==> config.mk <==
export PLATFORM = sky130hd
export DESIGN_NAME = fb_line_writer
export DESIGN_NICKNAME = d
export VERILOG_FILES = /design/src/rtl/fb_line_writer.sv
export SDC_FILE = /design/constraint.sdc
export NUM_CORES = 1
export LEC_CHECK = 0
export ABC_AREA = 1
export CAP_MARGIN = 30
export CORE_MARGIN = 10
export CORE_UTILIZATION = 55
export CTS_BUF_LIST = sky130_fd_sc_hd__clkbuf_8
export DETAILED_ROUTE_END_ITERATION = 8
export GPL_TIMING_DRIVEN = 0
export PLACE_DENSITY = 0.78
export SYNTH_ARGS = -nofsm -noshare
export SYNTH_HDL_FRONTEND = slang
export SYNTH_SLANG_ARGS = --single-unit
==> constraint.sdc <==
create_clock -name clk -period 3.7 [get_ports clk]
set_input_delay 0.925 -clock clk [delete_from_list [all_inputs] [get_ports clk]]
set_output_delay 0.925 -clock clk [all_outputs]
set_load 0.005 [all_outputs]
==> src/rtl/fb_line_writer.sv <==
// fb_line_writer
// Bresenham line rasteriser feeding the 160x120, 4-bit framebuffer write port.
// One line command is accepted at a time. Drawing always runs top-to-bottom,
// because the endpoints are swapped when y0 > y1. Pixels outside the
// framebuffer still take their step, but they are not written.
//
// Ports:
//   clk               system clock, rising edge
//   rst_n             asynchronous active-low reset
//   start             command strobe, sampled only while idle
//   oe                draw enable; the DRAW state advances only while oe=1
//   x0,y0,x1,y1       signed line endpoints, sampled with start
//   colr              colour index, sampled with start
//   busy              a command is in progress (through the done cycle)
//   done              one-cycle pulse in the final pixel's write slot
//   fb_we             framebuffer write enable (registered)
//   fb_addr           write address y*FB_WIDTH + x (registered)
//   fb_colr           write data (registered)
module fb_line_writer #(
  parameter int CORDW     = 9,
  parameter int FB_WIDTH  = 160,
  parameter int FB_HEIGHT = 120,
  parameter int CIDXW     = 4,
  parameter int FB_ADDRW  = $clog2(FB_WIDTH * FB_HEIGHT)
) (
  input  logic                    clk,
  input  logic                    rst_n,
  input  logic                    start,
  input  logic                    oe,
  input  logic signed [CORDW-1:0] x0,
  input  logic signed [CORDW-1:0] y0,
  input  logic signed [CORDW-1:0] x1,
  input  logic signed [CORDW-1:0] y1,
  input  logic [CIDXW-1:0]        colr,
  output logic                    busy,
  output logic                    done,
  output logic                    fb_we,
  output logic [FB_ADDRW-1:0]     fb_addr,
  output logic [CIDXW-1:0]        fb_colr
);

  typedef enum logic [2:0] {IDLE, INIT_0, INIT_1, DRAW, DONE} state_t;

  state_t state_r, state_next_s;

  logic signed [CORDW-1:0] x0_r, y0_r, x1_r, y1_r, x_r, y_r;
  logic [CIDXW-1:0]        colr_r;
  logic signed [CORDW:0]   dx_r, dy_r, err_r;
  logic                    right_r;

  logic                    swap_s;
  logic signed [CORDW-1:0] sx0_s, sy0_s, sx1_s, sy1_s;
  logic signed [CORDW:0]   dx_diff_s, dx_abs_s, dy_s, err_next_s;
  logic signed [CORDW+1:0] e2_s;
  logic                    step_x_s, step_y_s, last_s, in_range_s, pix_we_s;
  logic [FB_ADDRW-1:0]     addr_s;

  // State register
  always_ff @(posedge clk or negedge rst_n) begin
    if (!rst_n) begin
      state_r <= IDLE;
    end else begin
      state_r <= state_next_s;
    end
  end

  // Next-state decode
  always_comb begin
    state_next_s = state_r;
    case (state_r)
      IDLE: begin
        if (start) state_next_s = INIT_0;
        else       state_next_s = IDLE;
      end
      INIT_0: state_next_s = INIT_1;
      INIT_1: state_next_s = DRAW;
      DRAW: begin
        if (oe && last_s) state_next_s = DONE;
        else              state_next_s = DRAW;
      end
      DONE:    state_next_s = IDLE;
      default: state_next_s = IDLE;
    endcase
  end

  // Endpoint ordering, Bresenham step decisions, clipping and address
  always_comb begin
    swap_s    = (y0_r > y1_r);
    sx0_s     = swap_s ? x1_r : x0_r;
    sy0_s     = swap_s ? y1_r : y0_r;
    sx1_s     = swap_s ? x0_r : x1_r;
    sy1_s     = swap_s ? y0_r : y1_r;
    dx_diff_s = (CORDW+1)'(sx1_s) - (CORDW+1)'(sx0_s);
    if (dx_diff_s[CORDW]) dx_abs_s = -dx_diff_s;
    else                  dx_abs_s = dx_diff_s;
    dy_s      = (CORDW+1)'(sy0_s) - (CORDW+1)'(sy1_s);
    e2_s      = {err_r, 1'b0};
    // Signed size casts sign-extend dx/dy to the width of e2.
    step_x_s  = (e2_s >= (CORDW+2)'(dy_r));
    step_y_s  = (e2_s <= (CORDW+2)'(dx_r));
    // Both adjustments fold into one update when both steps are taken.
    err_next_s = err_r + (step_x_s ? dy_r : {(CORDW+1){1'b0}})
                       + (step_y_s ? dx_r : {(CORDW+1){1'b0}});
    last_s     = (x_r == x1_r) && (y_r == y1_r);
    // The sign bit rules out negative coordinates. After that, unsigned
    // upper-bound compares are safe.
    in_range_s = !x_r[CORDW-1] && !y_r[CORDW-1] &&
                 ($unsigned(x_r) < CORDW'(FB_WIDTH)) &&
                 ($unsigned(y_r) < CORDW'(FB_HEIGHT));
    // Widen to the full address width before multiplying, so the product
    // is not truncated.
    addr_s     = FB_ADDRW'($unsigned(y_r)) * FB_ADDRW'(FB_WIDTH) +
                 FB_ADDRW'($unsigned(x_r));
    pix_we_s   = (state_r == DRAW) && oe && in_range_s;
  end

  // Command capture, line setup and per-pixel stepping
  always_ff @(posedge clk or negedge rst_n) begin
    if (!rst_n) begin
      x0_r    <= '0;
      y0_r    <= '0;
      x1_r    <= '0;
      y1_r    <= '0;
      x_r     <= '0;
      y_r     <= '0;
      colr_r  <= '0;
      dx_r    <= '0;
      dy_r    <= '0;
      err_r   <= '0;
      right_r <= 1'b0;
    end else begin
      case (state_r)
        IDLE: begin
          if (start) begin
            x0_r   <= x0;
            y0_r   <= y0;
            x1_r   <= x1;
            y1_r   <= y1;
            colr_r <= colr;
          end
        end
        INIT_0: begin
          x0_r    <= sx0_s;
          y0_r    <= sy0_s;
          x1_r    <= sx1_s;
          y1_r    <= sy1_s;
          dx_r    <= dx_abs_s;
          dy_r    <= dy_s;
          right_r <= (sx0_s < sx1_s);
        end
        INIT_1: begin
          x_r   <= x0_r;
          y_r   <= y0_r;
          err_r <= dx_r + dy_r;
        end
        DRAW: begin
          if (oe && !last_s) begin
            if (step_x_s) x_r <= right_r ? x_r + CORDW'(1) : x_r - CORDW'(1);
            if (step_y_s) y_r <= y_r + CORDW'(1);
            err_r <= err_next_s;
          end
        end
        default: begin
          x_r <= x_r;
        end
      endcase
    end
  end

  // Registered status and framebuffer write port
  always_ff @(posedge clk or negedge rst_n) begin
    if (!rst_n) begin
      busy    <= 1'b0;
      done    <= 1'b0;
      fb_we   <= 1'b0;
      fb_addr <= '0;
      fb_colr <= '0;
    end else begin
      busy  <= (state_next_s != IDLE);
      done  <= (state_next_s == DONE);
      fb_we <= pix_we_s;
      if (pix_we_s) begin
        fb_addr <= addr_s;
        fb_colr <= colr_r;
      end
    end
  end

endmodule
==> impl_metrics.tcl, run 1 <==
set metrics [dict create \
    status "finished, violations left" \
    violations "setup timing" \
    worstSetupStartpointType "flop" \
    final_cell_mix "nand2_1, inv_1, dfrtp_1, o21ai_0, nor2_1" \
    fin_nets 1540 \
    synthCells 1266 \
    placedCellCount 1548 \
    reg2reg_slack_ps -540 \
    tns_ps -1490 \
    hold_buffers 0 \
    clk_latency_ps 470 \
    rsz0062_at_grt "true" \
    grt_use_total_pct 27.2 \
    cp.required_ps 4010 \
    gp_congestion 1.01 \
    avgSynthCellArea_um2 7.19 \
    grt_pass1_vias 9035 \
    top_usage_layer "met2" \
    synth-edff-count 0 \
    syn_nets 1398 \
    die_h_um 149 \
    timing.fmax_mhz 236 \
    cts_buffer_depth 2 \
    crit_path_max_fanout 4 \
    regArea_um2 2860 \
    final_common_cell "nand2_1" \
    grt_start_max_net_pins 64 \
    synth_area_um2 9100 \
    maxCapViolCount 0 \
    dr.first_iter.drc_count 1332 \
    synth_ff_type "dfrtp_1" \
    wl_per_cell_um 18.9 \
    period_share_pct 114 \
    rows 46 \
    ant_nets 0 \
    crit_arrival_ps 4540 \
    cts_tree "built" \
    met2_usage_pct 40.8 \
    start_util_pct 56.7 \
    grt_pass1_wl_mm 47.5 \
    endpoint_kind "flop" \
    firstDrtPassIters 9 \
    r2r_cells 27 \
    ys_warn_count 0 \
    min_period_ps 4240 \
    yosysUniqueCellTypes 50 \
    stdcell_count 1637 \
    numCtsBuffers 17 \
    synth-async-reset-ratio_pct 100 \
    core_area_um2 16100 \
    vias_per_cell 5.85 \
    path_clk_slew_ps 80 \
    root_buffer "clkbuf_8" \
    finalWorstSetupSlack_ps -536 \
    die_w_um 149 \
    dpl.hpwl_mm 21.7 \
    drive_gt1_share_pct 14.8 \
    r2r_start "dy_r[2]$_DFFE_PN0P_" \
    finClkSkew_ps 13.2 \
    met1_usage_pct 36.1 \
    use_met3_pct 8.10 \
    grt.overflow.total 0 \
    synth-seq-cells 114 \
    relSlewSlack_pct 26.5 \
    seq_area_frac_synth_pct 31.4 \
    ios 66 \
    drv_slew 0 \
    hold_path_class "in2async" \
    worst_pin_slew_ps 1100 \
    hold_viol 0 \
    setup_violations 6 \
    grt_antenna_before_repair 0 \
    nFillCells 1262 \
    htreeDepth 4 \
    diodes 0 \
    wl_mm 31.0 \
    portBuffers 65 \
    timing.rr.end "err_r[5]$_DFFE_PN0P_" \
    clkSinkCount 114 \
    num_vias 9572 \
    multi_input_area_um2 5730 \
    criticalPathCategory "reg2reg" \
    syn2layout_area_growth_pct 23.2 \
    drc 0 \
    die_area_um2 22100 \
]
[area by class of cell]
type / count / area share [%]
sequential: 114 / 25.5
clock inverter: 13 / 1.22
clock buffer: 19 / 2.33
buffer: 36 / 1.76
multi-input combinational: 954 / 51.1
inverter: 162 / 5.56
tap: 216 / 2.41
timing repair buffer: 123 / 10.1
[metrics by stage]
step	cell area (um^2)	setup slack, ps	util [%]	hold slack, ps
6_report	11200	-536	69.8	405
5_1_grt	11200	-737	69.8	430
4_1_cts	11000	-408	68.8	417
3_5_place_dp	10100	-939	62.9	455
3_3_place_gp	10100	-2920	62.7	448
2_1_floorplan	9150	-150	-	442
[worst max-delay path, stage by stage, from the launching register on]
cell       delay [ps]
dfrtp_1           420
inv_2              90
ha_4              280
nand2_1            70
o21ai_2           190
nand3_1           130
o2111ai_1          90
nand2_1           110
nand2_4           120
buf_12            130
nand2_1            80
fa_1              530
inv_2              60
ha_4              300
nand3_4            90
nand2_2            70
nand2_2            60
buf_4             130
buf_4             120
buf_4             130
buf_4             130
buf_4             120
buf_4             120
buf_4             120
buf_4             120
buf_4             120
nand3_2            60
a31oi_1            90
[repair_timing]
action | 4_1_cts | 5_1_grt
endpoints found under the setup margin | 5 | 6
buffers inserted | 48 | 9
resized for setup | 51 | 25
pin swaps | 36 | 30
[registers in the layout, summed over array words and instances, names as in the netlist]
| signal | cells |
|---|---|
| fb_addr | 15 |
| dx_r | 10 |
| dy_r | 10 |
| err_r | 10 |
| x0_r | 9 |
| x1_r | 9 |
| x_r | 9 |
| y0_r | 9 |
| y1_r | 9 |
| y_r | 9 |
| colr_r | 4 |
| fb_colr | 4 |
| state_r | 3 |
| busy | 1 |
| done | 1 |
| fb_we | 1 |
| right_r | 1 |
[synth_stat cells (4+ instances only)]
cell type | instances | share of area, %
o221ai_1 | 9 | 0.87
clkbuf_1 | 26 | 1.1
nand3_1 | 61 | 3.4
or2_2 | 7 | 0.48
nand4_1 | 13 | 0.89
nand2_1 | 355 | 15
o21ai_0 | 94 | 5.2
ha_1 | 74 | 10
nor3_1 | 8 | 0.44
o211ai_1 | 19 | 1.6
a31oi_1 | 13 | 0.89
o21ai_1 | 19 | 1.0
buf_6 | 5 | 0.62
a21oi_1 | 73 | 4.0
xor2_1 | 22 | 2.1
nor4_1 | 4 | 0.27
inv_2 | 4 | 0.16
dfrtp_1 | 114 | 31
xnor2_1 | 11 | 1.1
o22ai_1 | 12 | 0.83
nand2_2 | 15 | 1.0
fa_1 | 14 | 3.1
inv_1 | 156 | 6.4
o21ai_2 | 10 | 0.96
nand3_2 | 5 | 0.55
nor2_1 | 87 | 3.6
[kinds of logic (layout without fill, tap and decap cells)]
logic type      count (synthesis)  in the layout  share of synthesized area, %
simple gates                  563            563                          26.0
compound gates                268            268                          17.1
buf+inv                       198            353                          8.86
flops                         114            114                          31.4
fa+ha+maj                      88             88                          13.3
xor+xnor                       33             33                          3.18
mux                             2              2                         0.248
[per-layer routing]
metal | vias up | share of wire [%]
met3 | 100 | 10
met1 | 4414 | 42
li1 | 4483 | -
met5 | - | 0.14
met2 | 573 | 44
met4 | 2 | 3.3
[how the worst max path moves through the flow]
stage,start,end,cells after the start
after global routing,dx_r[2]$_DFFE_PN0P_,err_r[5]$_DFFE_PN0P_,26
after CTS,err_r[9]$_DFFE_PN0P_,err_r[9]$_DFFE_PN0P_,26
final,dy_r[2]$_DFFE_PN0P_,err_r[5]$_DFFE_PN0P_,27
after global placement,rst_n,err_r[2]$_DFFE_PN0P_,1
after floorplan,dx_r[9]$_DFFE_PN0P_,err_r[9]$_DFFE_PN0P_,27
after detailed placement,dy_r[2]$_DFFE_PN0P_,err_r[9]$_DFFE_PN0P_,28
Power of run 1 is not shown: default switching activity piles up to over one toggle a cycle in this logic, so the estimate is an artifact.
==> run 2, diff against run 1 <==
--- a/config.mk
+++ b/config.mk
@@ -13,6 +13,7 @@
 export DETAILED_ROUTE_END_ITERATION = 8
 export GPL_TIMING_DRIVEN = 0
 export PLACE_DENSITY = 0.78
+export SLEW_MARGIN = 0
 export SYNTH_ARGS = -nofsm -noshare
 export SYNTH_HDL_FRONTEND = slang
 export SYNTH_SLANG_ARGS = --single-unit
==> results of run 2 <==
The final DEF is identical to that of run 1; final timing and power are the same.
Power of run 2 is left out for the same reason.
